$ cat src/rtl/alu_issue_unit.sv
// alu_issue_unit: issues one instruction at a time to an external ALU.
// It owns a 4 x 8-bit register file. It drives the ALU operands and the op
// select, then writes the ALU result back. Each op goes IDLE -> EXEC -> WB,
// so the unit accepts at most one op every three cycles.
module alu_issue_unit (
    input  logic       CLK,
    input  logic       RST,
    input  logic       InValid,
    output logic       InReady,
    input  logic [3:0] InFunSel,
    input  logic [1:0] InDst,
    input  logic [1:0] InSrcA,
    input  logic [1:0] InSrcB,
    input  logic       LdEn,
    input  logic [1:0] LdAddr,
    input  logic [7:0] LdData,
    input  logic [1:0] RdAddr,
    output logic [7:0] RdData,
    output logic [7:0] A,
    output logic [7:0] B,
    output logic [3:0] FunSel,
    input  logic [7:0] OutALU,
    input  logic [3:0] ZCNO,
    output logic [7:0] Result,
    output logic [3:0] Flags,
    output logic       Done
);

    typedef enum logic [1:0] {
        IDLE = 2'd0,
        EXEC = 2'd1,
        WB   = 2'd2
    } state_t;

    // Compare produces flags only and never writes its destination register.
    localparam logic [3:0] OP_CMP = 4'b0110;

    state_t     state_q, state_d;
    logic [3:0] fun_q, fun_d;
    logic [1:0] dst_q, dst_d;
    logic [1:0] srca_q, srca_d;
    logic [1:0] srcb_q, srcb_d;
    logic [7:0] result_q, result_d;
    logic [3:0] flags_q, flags_d;
    logic       done_q, done_d;
    logic [7:0] regs_q [4];
    logic [7:0] regs_d [4];

    logic busy;
    logic accept;

    assign busy    = (state_q == EXEC) || (state_q == WB);
    assign InReady = (state_q == IDLE) && !RST;
    assign accept  = InValid && InReady;

    // Next state, op capture, preload and write-back.
    always_comb begin
        state_d  = state_q;
        fun_d    = fun_q;
        dst_d    = dst_q;
        srca_d   = srca_q;
        srcb_d   = srcb_q;
        result_d = result_q;
        flags_d  = flags_q;
        done_d   = 1'b0;
        regs_d   = regs_q;
        case (state_q)
            IDLE: begin
                // A preload and an accept can share an edge. The op reads
                // the preloaded value in EXEC because the operands come
                // from the register file after that edge.
                if (LdEn) begin
                    regs_d[LdAddr] = LdData;
                end
                if (accept) begin
                    fun_d   = InFunSel;
                    dst_d   = InDst;
                    srca_d  = InSrcA;
                    srcb_d  = InSrcB;
                    state_d = EXEC;
                end
            end
            EXEC: begin
                // The ALU registers its flags at this edge.
                state_d = WB;
            end
            WB: begin
                result_d = OutALU;
                flags_d  = ZCNO;
                if (fun_q != OP_CMP) begin
                    regs_d[dst_q] = OutALU;
                end
                done_d  = 1'b1;
                state_d = IDLE;
            end
            default: begin
                state_d = IDLE;
            end
        endcase
    end

    // Control and op registers. Reset aborts any op in flight.
    always_ff @(posedge CLK or posedge RST) begin
        if (RST) begin
            state_q  <= IDLE;
            fun_q    <= 4'b0000;
            dst_q    <= 2'd0;
            srca_q   <= 2'd0;
            srcb_q   <= 2'd0;
            result_q <= 8'h00;
            flags_q  <= 4'b0000;
            done_q   <= 1'b0;
        end else begin
            state_q  <= state_d;
            fun_q    <= fun_d;
            dst_q    <= dst_d;
            srca_q   <= srca_d;
            srcb_q   <= srcb_d;
            result_q <= result_d;
            flags_q  <= flags_d;
            done_q   <= done_d;
        end
    end

    // Register file, one flop bank per entry.
    generate
        for (genvar gi = 0; gi < 4; gi++) begin : g_rf
            // Entry gi: cleared on reset, otherwise follows its next value.
            always_ff @(posedge CLK or posedge RST) begin
                if (RST) begin
                    regs_q[gi] <= 8'h00;
                end else begin
                    regs_q[gi] <= regs_d[gi];
                end
            end
        end
    endgenerate

    // Operands are held for both EXEC and WB and are forced to zero when idle.
    assign A      = busy ? regs_q[srca_q] : 8'h00;
    assign B      = busy ? regs_q[srcb_q] : 8'h00;
    assign FunSel = busy ? fun_q : 4'b0000;
    assign RdData = regs_q[RdAddr];
    assign Result = result_q;
    assign Flags  = flags_q;
    assign Done   = done_q;

endmodule

$ cat config.mk
export PLATFORM = sky130hd
export DESIGN_NAME = alu_issue_unit
export DESIGN_NICKNAME = d
export VERILOG_FILES = /design/src/rtl/alu_issue_unit.sv
export SDC_FILE = /design/constraint.sdc
export NUM_CORES = 1
export LEC_CHECK = 0
export BUFFER_PORTS_ARGS = -buffer_cell sky130_fd_sc_hd__buf_2
export CAP_MARGIN = 10
export CORE_MARGIN = 1
export CORE_UTILIZATION = 45
export DETAILED_ROUTE_END_ITERATION = 6
export GPL_TIMING_DRIVEN = 0
export HOLD_SLACK_MARGIN = 0.1
export PLACE_DENSITY = 0.72
export SYNTH_ARGS = -nofsm -noshare
export SYNTH_HDL_FRONTEND = slang
export SYNTH_SLANG_ARGS = --single-unit
$ cat constraint.sdc
create_clock -name CLK -period 2.1 [get_ports CLK]
set_input_delay 0.42 -clock CLK [delete_from_list [all_inputs] [get_ports CLK]]
set_output_delay 0.42 -clock CLK [all_outputs]
set_load 0.005 [all_outputs]
==> qor.yml <==
run_status: "finished, violations left"
violations: "setup timing"
ys_types: 27
skew_ps: 5.50
slew_violations: 0
ys_warn_count: 0
via_count: 2643
firstDrtPassIters: 4
place_area_sq_um: 3920
synthMuxAreaShare_pct: 32.2
cts_buffer_depth: 2
start_util_pct: 46.4
maxCapViolCount: 0
synthAdderAreaFrac_pct: 1.12
wl_met2_microns: 4160
drive_gt1_share_pct: 57.3
io_buffers: 77
cp-endpoint: "regs_q[31]"
grt_util_all_layers_pct: 23.3
hold_violations: 0
mostFrequentLayoutCells: "76 x buf_2, 53 x dfrtp_1, 31 x mux2_2"
r2r_start: "state_q[0]"
synth_top_family_by_area: "multiplexers"
place.gp.congestion: 0.827
worstSetupStartpoint: "state_q[0]"
crit_type: "reg -> reg"
clk_latency_ps: 340
io_pins: 80
min_period_ps: 2100
die_width_microns: 88.3
cts_root_buf: "clkbuf_8"
r2r_cells: 7
critPathArrivalTime_ps: 2320
synth_area_per_cell_sq_um: 12.7
grt_pass1_vias: 2546
num_rows: 31
end_kind: "register"
wl_met3_microns: 519
die_area_sq_um: 7790
synth_cells: 263
worstPathRequired_ps: 2320
period_share_pct: 100
top_layer_used: "met4"
wl_met1_microns: 3640
startpoint_type: "register"
area_growth_pct: 32.5
post_drt_wl_per_cell_microns: 18.0
totalWireLength_microns: 8450
route.detailed.drc: 0
core_region_area_sq_um: 7210
fillCellCount: 598
grt_max_degree: 33
final.setup.worst_slack_ps: -1.56
cts.htree.levels: 3
nets: 406
hpwl_microns: 6120
yosysSeqAreaShare_pct: 42.6
viasPerCell: 5.64
slew_headroom_pct: 35.4
ir_worst_vdd_v: 0.000628
die_h_microns: 88.3
postCtsHoldBufs: 0
synth-simple-area-share_pct: 8.52
syn-cell-area_sq_um: 3350
final_core_util_pct: 61.5
dp_slack_ps: -326
antenna_cells: 0
synth-seq-cells: 57
design_area_sq_um: 4440
layout_commonest_cell: "buf_2"
tightestPinTransition_ps: 967
grt_overflow: 0
cts_tree: "yes"
antenna_found_initial: 0
power_density_nw_per_um2: 1440
drt_iter0_drc: 76
synth-xor-area-share_pct: 0
numCtsBuffers: 9
clk_pin_slew_ps: 70
multi_input_area_sq_um: 1880
finalSetupViolCount: 1
r2r-end: "regs_q[31]"
regArea_sq_um: 1430
critPathMaxFanout: 8
synth_compound_area_share_pct: 10.9
rsz0062_at_grt: "yes"
cts.sinks: 57
hold_slack_ps: 146
reg2reg_slack_ps: -2
detail-route-antenna-nets: 0
p_leak_nw: 2.07
hold_class: "in -> async"
grt_pass1_wl_microns: 13200
syn-num-nets: 304
max_freq_mhz: 476
## area by class of cell
cell class | count | share of cell area [%]
multi-input combinational | 167 | 42.4
tap | 99 | 2.79
clock inverter | 5 | 1.75
inverter | 19 | 1.61
sequential | 57 | 32.3
buffer | 14 | 1.69
clock buffer | 11 | 3.41
timing repair buffer | 97 | 14.0
## per-stage QoR
| stage | power [mW] | instances | TNS (ps) |
|---|---|---|---|
| final | 6.39 | 469 | -1.56 |
| after global routing | 6.77 | 469 | -440 |
| after CTS | 6.22 | 468 | 0 |
| after detailed placement | 4.76 | 440 | -7800 |
| after global placement | 4.63 | 439 | -32580 |
| after floorplan | 3.87 | 263 | -557 |
## metal layers
layer | GRT usage, % | up-vias
met5 | 0 | -
met4 | 9.24 | 0
met3 | 6.34 | 10
met2 | 35.9 | 100
met1 | 31.4 | 1331
li1 | - | 1202
## critical path, stage by stage (launching register included)
cell and delay [ps]:
dfrtp_1 400, inv_2 100, ha_4 170, buf_6 110
or3b_4 400, a221oi_4 330, buf_12 180, mux2_4 300
## Yosys cell counts, drive strengths merged
library cell / number / area share (%)
mux2: 47 / 16
mux2i: 1 / 0.30
nand3: 1 / 0.15
and2: 20 / 3.7
o22ai: 24 / 4.5
nand2b: 1 / 0.19
dfrtp: 57 / 43
clkbuf: 11 / 1.2
nor3b: 1 / 0.22
mux4: 24 / 16
or3: 1 / 0.19
a221oi: 4 / 2.8
inv: 19 / 2.1
o21ai: 8 / 1.2
and3b: 1 / 0.26
a32o: 8 / 2.4
ha: 3 / 1.1
or2: 1 / 0.19
nor2b: 3 / 0.56
buf: 9 / 1.3
nand2: 12 / 1.3
or3b: 3 / 0.78
nand3b: 4 / 0.90
## state kept, by name, indices dropped and copies added, names as in the netlist
register and flops:
Result 8, state_q 2, srcb_q 2, Done 1, dst_q 2, Flags 4, fun_q 4, srca_q 2
regs_q 32
## how the worst min path moves through the flow
stage               cells after the start          to  slack, ps        from
floorplan                               2  state_q[0]        480  state_q[0]
global placement                        1    Flags[1]        490    Flags[1]
detailed placement                      1    Flags[0]        490    Flags[0]
CTS                                     2    fun_q[3]        150         RST
global route                            2    fun_q[3]        190         RST
finish                                  2    fun_q[3]        150         RST
## where the power goes
| group | switching [mW] | internal, mW |
|---|---|---|
| clock network | 0.440 | 0.728 |
| logic | 1.24 | 1.84 |
| registers | 0.521 | 1.62 |
## kinds of logic (layout without fill, tap and decap cells)
kind of cell	Yosys count	count (layout)
flip-flops	57	57
adder cells (fa/ha/maj)	3	3
buffers and inverters	39	146
multiplexers	72	72
AO/OA/AOI/OAI	44	44
AND/OR/NAND/NOR	48	48
## timing repair
item / CTS / global route
setup buffers: 15 / 3
pin swaps: 4 / 11
hold endpoints to repair: 0 / 0
gates cloned: 1 / 0
setup endpoints to repair: 55 / 56
resized for setup: 21 / 29
Note: power is estimated with default switching activity, not from simulation.
